<file path="src/rtl/multip_nch_pipe.sv">
// rtl/multip_nch_pipe.sv - NCH-channel sign-magnitude fractional multiplier pipeline
//
// Multiplies one unsigned factor iF by NCH sign-magnitude gains and returns,
// per channel, the top DW-1 bits of the product with the gain's sign. Negative
// zero is folded to +0. The pipeline is LAT stages deep, uses a valid/ready
// handshake, and stalls as a whole while the output is held.
//
// Optional build macro: MULTIP_NCH_ROUND_EN
//   undefined : magnitude is the truncated top of the product
//   defined   : round-half-up on the first discarded bit, saturating
//
// Ports:
//   iClk    in   1        clock, rising edge
//   iRst    in   1        synchronous active-high reset
//   iValid  in   1        input word valid
//   oReady  out  1        input accepted this cycle when iValid is high
//   iF      in   FW       unsigned common factor
//   iG      in   NCH*GW   sign-magnitude gains, channel c at [c*GW +: GW]
//   iReady  in   1        downstream takes oX this cycle
//   oValid  out  1        oX holds a result
//   oX      out  NCH*DW   sign-magnitude results, channel c at [c*DW +: DW]
//   oBusy   out  1        some pipeline stage holds a valid word

module multip_nch_pipe #(
    parameter int NCH = 2,
    parameter int FW  = 17,
    parameter int GW  = 17,
    parameter int DW  = 16,
    parameter int LAT = 3
) (
    input  logic              iClk,
    input  logic              iRst,
    input  logic              iValid,
    output logic              oReady,
    input  logic [FW-1:0]     iF,
    input  logic [NCH*GW-1:0] iG,
    input  logic              iReady,
    output logic              oValid,
    output logic [NCH*DW-1:0] oX,
    output logic              oBusy
);

    localparam int PW = FW + GW - 1;

    // Product bits kept past stage 2: the magnitude field, plus the first
    // discarded bit when rounding is built in.
`ifdef MULTIP_NCH_ROUND_EN
    localparam int KW = DW;
`else
    localparam int KW = DW - 1;
`endif

    logic             stall;
    logic             adv;
    logic [LAT:1]     v_q;
    logic [LAT:1]     v_d;
    logic             busy_q;
    logic [FW-1:0]    f_q;
    logic [NCH*GW-1:0] g_q;
    logic [NCH*KW-1:0] top_c;
    logic [NCH-1:0]   sgn_c;
    logic [NCH*KW-1:0] fin_top;
    logic [NCH-1:0]   fin_sgn;

    // Top KW bits of the exact PW-bit product f*m.
    function automatic logic [KW-1:0] prod_top(input logic [FW-1:0] f,
                                               input logic [GW-2:0] m);
        return KW'(({{(PW-FW){1'b0}}, f} * {{FW{1'b0}}, m}) >> (PW - KW));
    endfunction

    // Final formatting: optional rounding, then -0 suppression.
    function automatic logic [DW-1:0] fmt_word(input logic [KW-1:0] t,
                                               input logic s);
        logic [DW-2:0] mag;
`ifdef MULTIP_NCH_ROUND_EN
        logic [DW-1:0] sum;
        sum = {1'b0, t[KW-1:1]} + {{(DW-1){1'b0}}, t[0]};
        mag = sum[DW-1] ? '1 : sum[DW-2:0];
`else
        mag = t;
`endif
        return {s & (mag != '0), mag};
    endfunction

    // Whole-pipe stall: nothing moves while a result waits for the consumer.
    assign stall  = v_q[LAT] & ~iReady;
    assign adv    = ~stall;
    assign oReady = ~stall;
    assign oValid = v_q[LAT];
    assign oBusy  = busy_q;

    always_comb begin
        v_d = v_q;
        if (adv) begin
            v_d[1] = iValid;
            for (int k = 2; k <= LAT; k++) begin
                v_d[k] = v_q[k-1];
            end
        end
    end

    always_ff @(posedge iClk) begin
        if (iRst) begin
            v_q    <= '0;
            busy_q <= 1'b0;
        end else begin
            v_q    <= v_d;
            busy_q <= |v_d;
        end
    end

    // Stage 1: operand registers, so iF/iG never reach oX combinationally.
    always_ff @(posedge iClk) begin
        if (iRst) begin
            f_q <= '0;
            g_q <= '0;
        end else if (adv && iValid) begin
            f_q <= iF;
            g_q <= iG;
        end
    end

    always_comb begin
        top_c = '0;
        sgn_c = '0;
        for (int c = 0; c < NCH; c++) begin
            top_c[c*KW +: KW] = prod_top(f_q, g_q[c*GW +: GW-1]);
            sgn_c[c]          = g_q[c*GW + GW - 1];
        end
    end

    // Stages 2..LAT-1 register and delay the product; with LAT=2 the product
    // feeds the output stage directly.
    if (LAT > 2) begin : g_dly
        logic [NCH*KW-1:0] top_q [2:LAT-1];
        logic [NCH-1:0]    sgn_q [2:LAT-1];

        always_ff @(posedge iClk) begin
            if (iRst) begin
                for (int k = 2; k <= LAT - 1; k++) begin
                    top_q[k] <= '0;
                    sgn_q[k] <= '0;
                end
            end else if (adv) begin
                top_q[2] <= top_c;
                sgn_q[2] <= sgn_c;
                for (int k = 3; k <= LAT - 1; k++) begin
                    top_q[k] <= top_q[k-1];
                    sgn_q[k] <= sgn_q[k-1];
                end
            end
        end

        assign fin_top = top_q[LAT-1];
        assign fin_sgn = sgn_q[LAT-1];
    end else begin : g_nodly
        assign fin_top = top_c;
        assign fin_sgn = sgn_c;
    end

    // Stage LAT: formatted, registered output; held while stalled.
    always_ff @(posedge iClk) begin
        if (iRst) begin
            oX <= '0;
        end else if (adv) begin
            for (int c = 0; c < NCH; c++) begin
                oX[c*DW +: DW] <= fmt_word(fin_top[c*KW +: KW], fin_sgn[c]);
            end
        end
    end

endmodule
</file>
<file path="config.mk">
export PLATFORM = sky130hd
export DESIGN_NAME = multip_nch_pipe
export DESIGN_NICKNAME = d
export VERILOG_FILES = /design/src/rtl/multip_nch_pipe.sv
export SDC_FILE = /design/constraint.sdc
export NUM_CORES = 1
export LEC_CHECK = 0
export ABC_AREA = 1
export BUFFER_PORTS_ARGS = -buffer_cell sky130_fd_sc_hd__buf_4
export CAP_MARGIN = 20
export CORE_ASPECT_RATIO = 0.8
export CORE_UTILIZATION = 30
export DETAILED_ROUTE_END_ITERATION = 16
export PLACE_DENSITY = 0.53
export SLEW_MARGIN = 20
export SYNTH_ARGS = -nofsm -noshare
export SYNTH_HDL_FRONTEND = slang
export SYNTH_SLANG_ARGS = --single-unit
</file>
<file path="constraint.sdc">
create_clock -name iClk -period 8.85 [get_ports iClk]
set_input_delay 1.3275 -clock iClk [delete_from_list [all_inputs] [get_ports iClk]]
set_output_delay 1.3275 -clock iClk [all_outputs]
set_load 0.01 [all_outputs]
</file>
==> metrics <==
Setup CP Type=register to register; antenna violations before repair=1; I/O Buffers=89; non-filler cells, final=4033; Final Power=0.00324 W; Yosys warnings=0; CTS tree=built; via/cell ratio=4.49; Site Rows=89; syn avg cell area=7.47 um2; Routed Antenna Nets=0; total CTS buffers=17; Arr. time, crit path=6.59 ns; final net count=3692; setup slack after placement=2.53 ns; asr flop ratio synth=0; post-synthesis instance area=22700 um2; Placement Cell Area=24200 um2; average wire per standard cell=15.3 um; Synth area leader=fa_1; slew margin rel.=0.284; CP max FO=19; synth unique cells=34; Post-Synth XOR/XNOR Area=0.00231; area occupied by multi-input gates=16500 um2; GR Util met1=0.272; drt total wl=61.8 mm; pwr/cell area=roughly 130 nW/um2; core footprint=74400 um2; number of synthesized flops with an enable pin=32; clock sinks=119; CTS resizes=0; Max Cap Viol=0; Die W=about 310 um; Worst EP required=approximately 9 ns; Post-Synth Adder-Cell Area=0.477; detailed-placement wirelength estimate=48.7 mm; Worst-Skew Late Latency=0.48 ns; Slew @ Worst Pin=1.07 ns; Final Instance Area=24800 um2; Synth Area in Simple Gates=0.201; HP Class=register to register; Area Growth Syn to Fin=9.23%; final count of negative-setup-slack endpoints=0; Fillers=8102; worst setup margin=2.51 ns; first-pass GRT wire length=102 mm; effective utilization at floorplan=0.306; vias in the first global route=18400; fraction of layout cells with a size suffix above 1=0.0541; period utilization=0.716; RSZ-0062 raised after global routing=no; Via Count=between 15000 and 20000; CP endpoint kind=register; clock skew=between 0.01 and 0.015 ns; Reg area=2710 um2; met2 usage=0.236; multiplexer area fraction after synthesis=0; maximum VDD drop=0.000103 V; Routability Congestion=0.890; #FFs+latches synth=119; Reg clk slew, reported paths=approximately 0.07 ns; Seq/Total Area, Yosys=0.119; Total GRT Usage=0.171; Slew Limit Fails=0; leakage power=14.3 nW; main combinational cell family by area after synthesis=adder cells; top-count cell post-synth=nand2_1; syn_nets=3717; Startpoint Class=register; hold_buf cts=0; Post-synth top cells=nand2_1 (828), inv_1 (780), fa_1 (414), nor2_1 (233), ha_1 (204); Hold Fails Final Rpt=0; number of buffers added for setup after CTS=0; synthesized instance count=3044; number of antenna diodes=0; post-route minimum period=6.34 ns; synth top area cells=fa_1 (36%), nand2_1 (14%), inv_1 (13%); I/O Pins=90; Compound-Gate Fraction of Synth Area=0.0450; H-tree depth=4; largest net degree at the start of global routing=61; Setup TNS Final=0 ns; Die Ht=248 um; placed cell count=between 4000 and 5000; most used routing layer=met1; DRC viols=0; drt pass-1 iters=5; Clock Path Buffers=2; die area=around 77000 um2; share of the synthesized area in the top cell type=0.365; Iter 0 DRT Violations=1272; Remaining Overflow, GRT=0; GR Util met3=0.0328; CTS root buf=clkbuf_16; Main synth FF type=dfxtp_1; Max Fclk=0.158 GHz; status=finished, final reports clean
-- metal layers --
metal	share of wire	routed length (um)
met1	0.53	32500
met2	0.39	24000
met3	0.074	4560
met4	0.010	621
met5	0.00011	7
-- power by group --
part,total [W],switching (W),internal (W),leakage [nW]
registers,0.000796,0.000150,0.000646,1.10
clock network,0.000722,0.000325,0.000397,0.285
logic,0.00172,0.00108,0.000637,12.9
total,0.00324,0.00156,0.00168,14.3
-- cells by family after synthesis --
logic type | Yosys count
AOI/OAI and AO/OA | 194
and+or+nand+nor | 1166
adders and majority gates | 618
xor gates and xnor gates | 6
buffers and inverters | 941
DFF | 119
-- path summary, 6_finish.rpt --
check,cells past startpoint,slack [ns],start,endpoint
max,20,2.51,f_q[8]$_SDFFE_PP0P_,g_dly.top_q[2][1]$_SDFFCE_PN0P_
min,2,0.46,g_q[16]$_SDFFE_PP0P_,g_q[16]$_SDFFE_PP0P_
max reg2reg,20,2.51,f_q[8]$_SDFFE_PP0P_,g_dly.top_q[2][1]$_SDFFCE_PN0P_
min reg2reg,2,0.46,g_q[16]$_SDFFE_PP0P_,g_q[16]$_SDFFE_PP0P_
-- state kept, by name, summed over array words and instances (netlist names) --
signal and flops:
f_q 17, g_dly.sgn_q 2, g_dly.top_q 30, g_q 34, oBusy 1, oX 32, v_q 3
-- critical path, stage by stage (launching register included) --
cell     delay (ns)
dfxtp_1        0.91
buf_4          0.38
nand2_1        0.08
inv_1          0.11
fa_1           0.41
inv_1          0.08
fa_1           0.43
fa_1           0.51
inv_1          0.05
fa_1           0.52
fa_1           0.50
inv_1          0.05
fa_1           0.47
inv_1          0.04
ha_1           0.31
nand2_1        0.16
o21ai_0        0.41
a21oi_1        0.18
nand3_1        0.12
nand2_1        0.05
nor2_1         0.33
-- layout make-up --
type,instances,area share
multi-input cells,1984,0.664
inverters,783,0.118
flip-flops and latches,119,0.109
well taps,1001,0.0505
repair buffers,114,0.0345
clock buffers,20,0.0193
clock inverters,12,0.00433
-- stage by stage --
stage / utilization / hold slack (ns)
finish: 0.334 / 0.458
detailed placement: 0.326 / 0.454
global placement: 0.326 / 0.450
global route: 0.334 / 0.473
floorplan: - / 0.430
CTS: 0.334 / 0.464
-- layout by cell type (no fill, tap or decap), drive strengths merged, types with 3 or more instances in the layout --
cell | netlist | final
inv | 783 | 789
a21oi | 83 | 83
nand3 | 68 | 68
xnor2 | 4 | 4
a21o | 3 | 3
nor4 | 10 | 10
o21bai | 6 | 6
nand3b | 3 | 3
clkbuf | 151 | 20
nor2 | 236 | 236
nand4 | 4 | 4
ha | 204 | 204
fa | 414 | 414
o21ai | 94 | 94
clkinv | 0 | 4
nand2 | 831 | 831
edfxtp | 32 | 32
buf | 7 | 114
dfxtp | 87 | 87
a21boi | 3 | 3
nor3 | 11 | 11
Note: power is estimated with default switching activity, not from simulation.
